==> config.mk <==
export PLATFORM = sky130hd
export DESIGN_NAME = axi_sram_slave
export DESIGN_NICKNAME = d
export VERILOG_FILES = /design/src/rtl/axi_slv_pkg.sv /design/src/rtl/axi_sram_slave.sv
export SDC_FILE = /design/constraint.sdc
export NUM_CORES = 1
export LEC_CHECK = 0
export CAP_MARGIN = 15
export CORE_AREA = 2 2 122 124
export DETAILED_ROUTE_END_ITERATION = 16
export DIE_AREA = 0 0 124 126
export GPL_TIMING_DRIVEN = 0
export PLACE_DENSITY = 0.68
export SLEW_MARGIN = 10
export SYNTH_ARGS = -nofsm -noshare
export SYNTH_HDL_FRONTEND = slang
export SYNTH_SLANG_ARGS = --single-unit
==> constraint.sdc <==
create_clock -name clk -period 4.6 [get_ports clk]
set_input_delay 1.15 -clock clk [delete_from_list [all_inputs] [get_ports clk]]
set_output_delay 1.15 -clock clk [all_outputs]
set_load 0.01 [all_outputs]
==> src/rtl/axi_slv_pkg.sv <==
// Shared types and constants for the AXI4 SRAM slave: FSM states, response codes
// and the channel field widths of the AXI define header.
package axi_slv_pkg;

  localparam int unsigned AXI_LEN_W   = 4;
  localparam int unsigned AXI_SIZE_W  = 3;
  localparam int unsigned AXI_BURST_W = 2;
  localparam int unsigned AXI_RESP_W  = 2;

  localparam logic [AXI_RESP_W-1:0]  RESP_OKAY   = 2'b00;
  localparam logic [AXI_RESP_W-1:0]  RESP_SLVERR = 2'b10;
  localparam logic [AXI_BURST_W-1:0] BURST_INCR  = 2'b01;

  typedef enum logic [2:0] {
    ST_IDLE,
    ST_RPREP,
    ST_RDATA,
    ST_WDATA,
    ST_WRESP
  } slv_state_t;

  // Byte strobes to active-low SRAM bit-write enables, one byte lane per strobe bit.
  function automatic logic [31:0] strb_to_bweb(input logic [3:0] strb);
    logic [31:0] bweb;
    bweb = '1;
    for (int unsigned i = 0; i < 4; i++) begin
      bweb[8*i +: 8] = {8{~strb[i]}};
    end
    return bweb;
  endfunction

endpackage

==> src/rtl/axi_sram_slave.sv <==
// AXI4 slave terminating one interconnect port onto a single-port synchronous SRAM.
// One transaction at a time, INCR bursts of 1-16 beats, one beat per cycle.
module axi_sram_slave
  import axi_slv_pkg::*;
#(
  parameter int unsigned ID_W    = 8,
  parameter int unsigned ADDR_W  = 32,
  parameter int unsigned DATA_W  = 32,
  parameter int unsigned SRAM_AW = 14
) (
  input  logic                   clk,
  input  logic                   rst,
  input  logic [ID_W-1:0]        ARID,
  input  logic [ADDR_W-1:0]      ARADDR,
  input  logic [AXI_LEN_W-1:0]   ARLEN,
  input  logic [AXI_SIZE_W-1:0]  ARSIZE,
  input  logic [AXI_BURST_W-1:0] ARBURST,
  input  logic                   ARVALID,
  output logic                   ARREADY,
  output logic [ID_W-1:0]        RID,
  output logic [DATA_W-1:0]      RDATA,
  output logic [AXI_RESP_W-1:0]  RRESP,
  output logic                   RLAST,
  output logic                   RVALID,
  input  logic                   RREADY,
  input  logic [ID_W-1:0]        AWID,
  input  logic [ADDR_W-1:0]      AWADDR,
  input  logic [AXI_LEN_W-1:0]   AWLEN,
  input  logic [AXI_SIZE_W-1:0]  AWSIZE,
  input  logic [AXI_BURST_W-1:0] AWBURST,
  input  logic                   AWVALID,
  output logic                   AWREADY,
  input  logic [DATA_W-1:0]      WDATA,
  input  logic [DATA_W/8-1:0]    WSTRB,
  input  logic                   WLAST,
  input  logic                   WVALID,
  output logic                   WREADY,
  output logic [ID_W-1:0]        BID,
  output logic [AXI_RESP_W-1:0]  BRESP,
  output logic                   BVALID,
  input  logic                   BREADY,
  output logic                   SRAM_CEB,
  output logic                   SRAM_WEB,
  output logic [DATA_W-1:0]      SRAM_BWEB,
  output logic [SRAM_AW-1:0]     SRAM_A,
  output logic [DATA_W-1:0]      SRAM_DI,
  input  logic [DATA_W-1:0]      SRAM_DO
);

  slv_state_t           state;
  logic [SRAM_AW-1:0]   addr;
  logic [AXI_LEN_W-1:0] len;
  logic [AXI_LEN_W-1:0] cnt;
  logic                 err;
  logic                 last_beat;
  logic                 wlast_bad;

  assign last_beat = (cnt == len);
  assign wlast_bad = (WLAST != last_beat);

  // Size and burst type are fixed by this slave; upper address bits are decoded upstream.
  logic unused_ok;
  assign unused_ok = ^{ARSIZE, AWSIZE, (ARBURST == BURST_INCR), (AWBURST == BURST_INCR),
                       ARADDR[ADDR_W-1:SRAM_AW+2], ARADDR[1:0],
                       AWADDR[ADDR_W-1:SRAM_AW+2], AWADDR[1:0]};

  assign ARREADY = (state == ST_IDLE);
  assign AWREADY = (state == ST_IDLE) && !ARVALID;
  assign RDATA   = SRAM_DO;
  assign RRESP   = RESP_OKAY;
  assign SRAM_DI = WDATA;

  always_ff @(posedge clk or posedge rst) begin
    if (rst) begin
      state  <= ST_IDLE;
      addr   <= '0;
      len    <= '0;
      cnt    <= '0;
      err    <= 1'b0;
      RID    <= '0;
      BID    <= '0;
      RVALID <= 1'b0;
      RLAST  <= 1'b0;
      WREADY <= 1'b0;
      BVALID <= 1'b0;
      BRESP  <= RESP_OKAY;
    end else begin
      case (state)
        ST_IDLE: begin
          if (ARVALID) begin
            RID   <= ARID;
            addr  <= ARADDR[SRAM_AW+1:2];
            len   <= ARLEN;
            cnt   <= '0;
            state <= ST_RPREP;
          end else if (AWVALID) begin
            BID    <= AWID;
            addr   <= AWADDR[SRAM_AW+1:2];
            len    <= AWLEN;
            cnt    <= '0;
            WREADY <= 1'b1;
            state  <= ST_WDATA;
          end
        end
        ST_RPREP: begin
          RVALID <= 1'b1;
          RLAST  <= last_beat;
          state  <= ST_RDATA;
        end
        ST_RDATA: begin
          if (RREADY) begin
            addr <= addr + 1'b1;
            cnt  <= cnt + 1'b1;
            if (RLAST) begin
              RVALID <= 1'b0;
              RLAST  <= 1'b0;
              state  <= ST_IDLE;
            end else begin
              RLAST <= (cnt + 4'd1 == len);
            end
          end
        end
        ST_WDATA: begin
          if (WVALID) begin
            addr <= addr + 1'b1;
            cnt  <= cnt + 1'b1;
            if (wlast_bad) err <= 1'b1;
            // Beat count, not WLAST, closes the burst; WLAST only grades the response.
            if (last_beat) begin
              WREADY <= 1'b0;
              BVALID <= 1'b1;
              BRESP  <= (err || wlast_bad) ? RESP_SLVERR : RESP_OKAY;
              state  <= ST_WRESP;
            end
          end
        end
        ST_WRESP: begin
          if (BREADY) begin
            BVALID <= 1'b0;
            err    <= 1'b0;
            state  <= ST_IDLE;
          end
        end
        default: state <= ST_IDLE;
      endcase
    end
  end

  always_comb begin
    SRAM_CEB  = 1'b1;
    SRAM_WEB  = 1'b1;
    SRAM_BWEB = '1;
    SRAM_A    = addr;
    case (state)
      ST_RPREP: SRAM_CEB = 1'b0;
      ST_RDATA: begin
        // Prefetch the next word on a handshake; re-read the current one on a stall.
        SRAM_CEB = 1'b0;
        SRAM_A   = RREADY ? addr + 1'b1 : addr;
      end
      ST_WDATA: begin
        if (WVALID) begin
          SRAM_CEB  = 1'b0;
          SRAM_WEB  = 1'b0;
          SRAM_BWEB = strb_to_bweb(WSTRB);
        end
      end
      default: ;
    endcase
  end

endmodule

==> summary.txt <==
Placement
  • GPL Wtd Cong: 0.798
  • IO Port Bufs: 196
  • Post-Place Cells: 794
  • DP HPWL: 9.33 mm

Clock network
  • Sink Count: 47
  • CTS tree: done
  • CTS max path bufs: 2
  • Total CTS buffers: 5
  • Post-CTS Hold Fix Bufs: 0
  • Htree depth: 2
  • CTS root buffer: clkbuf_16
  • CTS clk-pin slew, worst paths: 0.06 ns
  • Later-pin clock latency in the skew report: 0.29 ns

Timing
  • Worst Max-Slew Pin Slew: 0.630 ns
  • Final slew viol count: 0
  • Fin crit share: 92.7%
  • Final Hold Viols: 0
  • Setup TNS Final: 0 ns
  • Min cycle time layout: 4.27 ns
  • RSZ-0062 raised after global routing: false
  • Achievable Freq: 234 MHz
  • Final setup viols: 0
  • Slew HR: 57.9%
  • Clock Skew: 0.00344 ns

Cells and area
  • Layout area overhead: 63.1%
  • Non-Filler Instances: 801
  • Fill cell count: 1395
  • Final net count: 793
  • Diode count: 0
  • Layout cells sized above 1: 25.4%

Worst setup path
  • Critical path fanouts, max: 9
  • Reg2Reg Setup Slack: 2.84 ns
  • Required time of the critical path: 3.45 ns
  • Critical path class: in -> out
  • CP Capture Type: output pin
  • Worst R2R Path Depth: 5
  • Critical path arrival: 3.12 ns
  • Kind of start point of the critical path: input port

GRT
  • Vias in the first global route: 3608
  • All-layer global routing usage: 14.1%
  • Congestion Overflow GR: 0
  • Largest net degree at the start of global routing: 34
  • First-pass GRT wire length: 17.6 mm
  • Initial antenna violation count: 0

Floorplan
  • Die Y: 126 um
  • Cell Rows: 44
  • Core ar.: 0.0143 mm2
  • Die width: 124 um
  • Die footprint: 0.0156 mm2
  • # IOs: 312
  • Initial Utilization: 26.3%

Logic synthesis
  • Largest area contributor in the netlist: dfrtp_1
  • Sequential-to-total area share from yosys stat: 31.3%
  • YS warnings: 0
  • Post-synth EDFFs: 0
  • Dominant cells by area after synthesis: dfrtp_1 31%, buf_4 20%, mux2_2 6.0%, mux2i_1 4.5%, nand2_1 3.2%
  • Synth unique cells: 60
  • Post-synth top area share: 31.3%
  • Avg Cell Area, Syn: 9.14 um2
  • Commonest cells post-synth: 100 x buf_4, 47 x dfrtp_1, 32 x nand2_1, 20 x mux2_2, 18 x o21ai_0
  • Async S/R FF share, synth: 100%
  • Synthesized flop and latch total: 47
  • Cells after synthesis: 411
  • Netlist Area Pre-Place: 0.00376 mm2
  • Most common cell in the netlist: buf_4
  • Top_reg_cell synth: dfrtp_1

Hold path
  • WHS Path Cells: 2
  • Worst Hold Class: reg -> reg

Power and ir drop
  • PD cells: 479 mW/mm2
  • Leakage: 2.62 nW
  • Pwr Total: 0.00294 W
  • Maximum VDD drop: 0.000184 V

Detailed routing
  • Post-route ant nets: 0
  • Vias per cell: 4.58
  • Drc violations: 0
  • WL final: 11.5 mm
  • Detailed router's first-iteration violation count: 163
  • Wirelength per Cell: 14.4 um
  • Drt pass-1 iters: 5
  • Routed via count: 3672

Outcome
  • Status: completed

Flow run
  • Max-cap check violation count: 0
[cells by family after synthesis]
logic type	Yosys count	share of synthesized area (%)
buffers and inverters	123	22.8
AOI/OAI and AO/OA	74	13.4
other	1	0.0998
muxes	38	10.9
adders and majority gates	2	0.666
and+or+nand+nor	105	15.9
DFF	47	31.3
xor gates and xnor gates	21	4.89
[path summary, 6_finish.rpt]
kind / startpoint / end
setup / recovery: WVALID / SRAM_BWEB[23]
hold / removal: BVALID$_DFFE_PP0P_ / BVALID$_DFFE_PP0P_
setup reg to reg: addr[0]$_DFFE_PP0P_ / addr[6]$_DFFE_PP0P_
hold reg to reg: BVALID$_DFFE_PP0P_ / BVALID$_DFFE_PP0P_
max in group asynchronous: rst / addr[2]$_DFFE_PP0P_
min in group asynchronous: rst / RID[1]$_DFFE_PP0P_
[worst max-delay path: stages]
cell             delay (ns)
clkdlybuf4s50_1        0.56
nor3b_4                0.44
nand2_1                0.28
buf_4                  0.21
clkdlybuf4s50_1        0.47
[metrics by stage]
stage / hold WS (ns) / setup slack (ns) / utilization, % / instance area, um2
finish: 0.496 / 0.335 / 42.8 / 6130
global route: 0.539 / 0.178 / 42.8 / 6130
CTS: 0.508 / 0.0983 / 42.8 / 6120
detailed placement: 0.493 / 0.0983 / 41.8 / 5980
global placement: 0.469 / 0.152 / 41.6 / 5960
floorplan: 0.455 / 1.46 / - / 3760
[cell usage in the layout, fill, tap and decap left out, types with 3 or more instances in the layout]
cell type | synthesis | routed
xor2_1 | 10 | 10
mux2i_1 | 17 | 17
dfrtp_1 | 47 | 47
buf_4 | 100 | 100
o21ai_0 | 18 | 18
o211ai_1 | 11 | 11
a22o_1 | 5 | 5
nor4_1 | 3 | 3
clkdlybuf4s50_1 | 0 | 196
a21oi_1 | 11 | 11
nand2b_1 | 6 | 6
xnor2_1 | 11 | 11
o32ai_1 | 6 | 6
nor2_1 | 17 | 17
nor3_1 | 8 | 8
mux2_2 | 20 | 20
nor3b_1 | 4 | 4
a211o_1 | 4 | 4
conb_1 | 1 | 3
clkbuf_1 | 4 | 4
clkbuf_16 | 0 | 5
buf_2 | 11 | 11
nand3_1 | 10 | 10
inv_1 | 6 | 5
nand2_1 | 32 | 32
[report_power, final]
part	total, W	internal, W	leakage (nW)	switching, W
Clock	0.000368	0.000213	0.0727	0.000155
Combinational	0.00181	0.000957	1.98	0.000855
Sequential	0.000757	0.000604	0.573	0.000153
[sequential cells by signal, indices dropped and copies added (netlist names), 3 cells and up]
signal and flops:
addr 14, len 4, state 3, RID 8, cnt 4, BID 8
[layer usage]
layer / track usage [%] / part of all wire, % / vias up
li1: - / - / 1746
met1: 17.1 / 39 / 1706
met2: 25.4 / 51 / 204
met3: 2.17 / 8.7 / 16
met4: 3.97 / 1.6 / 0
met5: 0 / 0 / -
[timing repair]
action / 4_1_cts / 5_1_grt
hold endpoints to repair: 0 / 0
gates resized for setup: 0 / 1
endpoints found under the setup margin: 0 / 26
setup buffers: 0 / 0
[layout make-up]
cell class	count	area, um2	share of cell area (%)
sequential	47	1180	19.2
timing repair buffer	197	1980	32.3
tap	184	230	3.76
clock buffer	6	139	2.27
buffer	117	836	13.6
inverter	6	22.5	0.368
multi-input combinational	243	1740	28.3
clock inverter	1	5.00	0.0817
(Power assumes the default switching activity.)
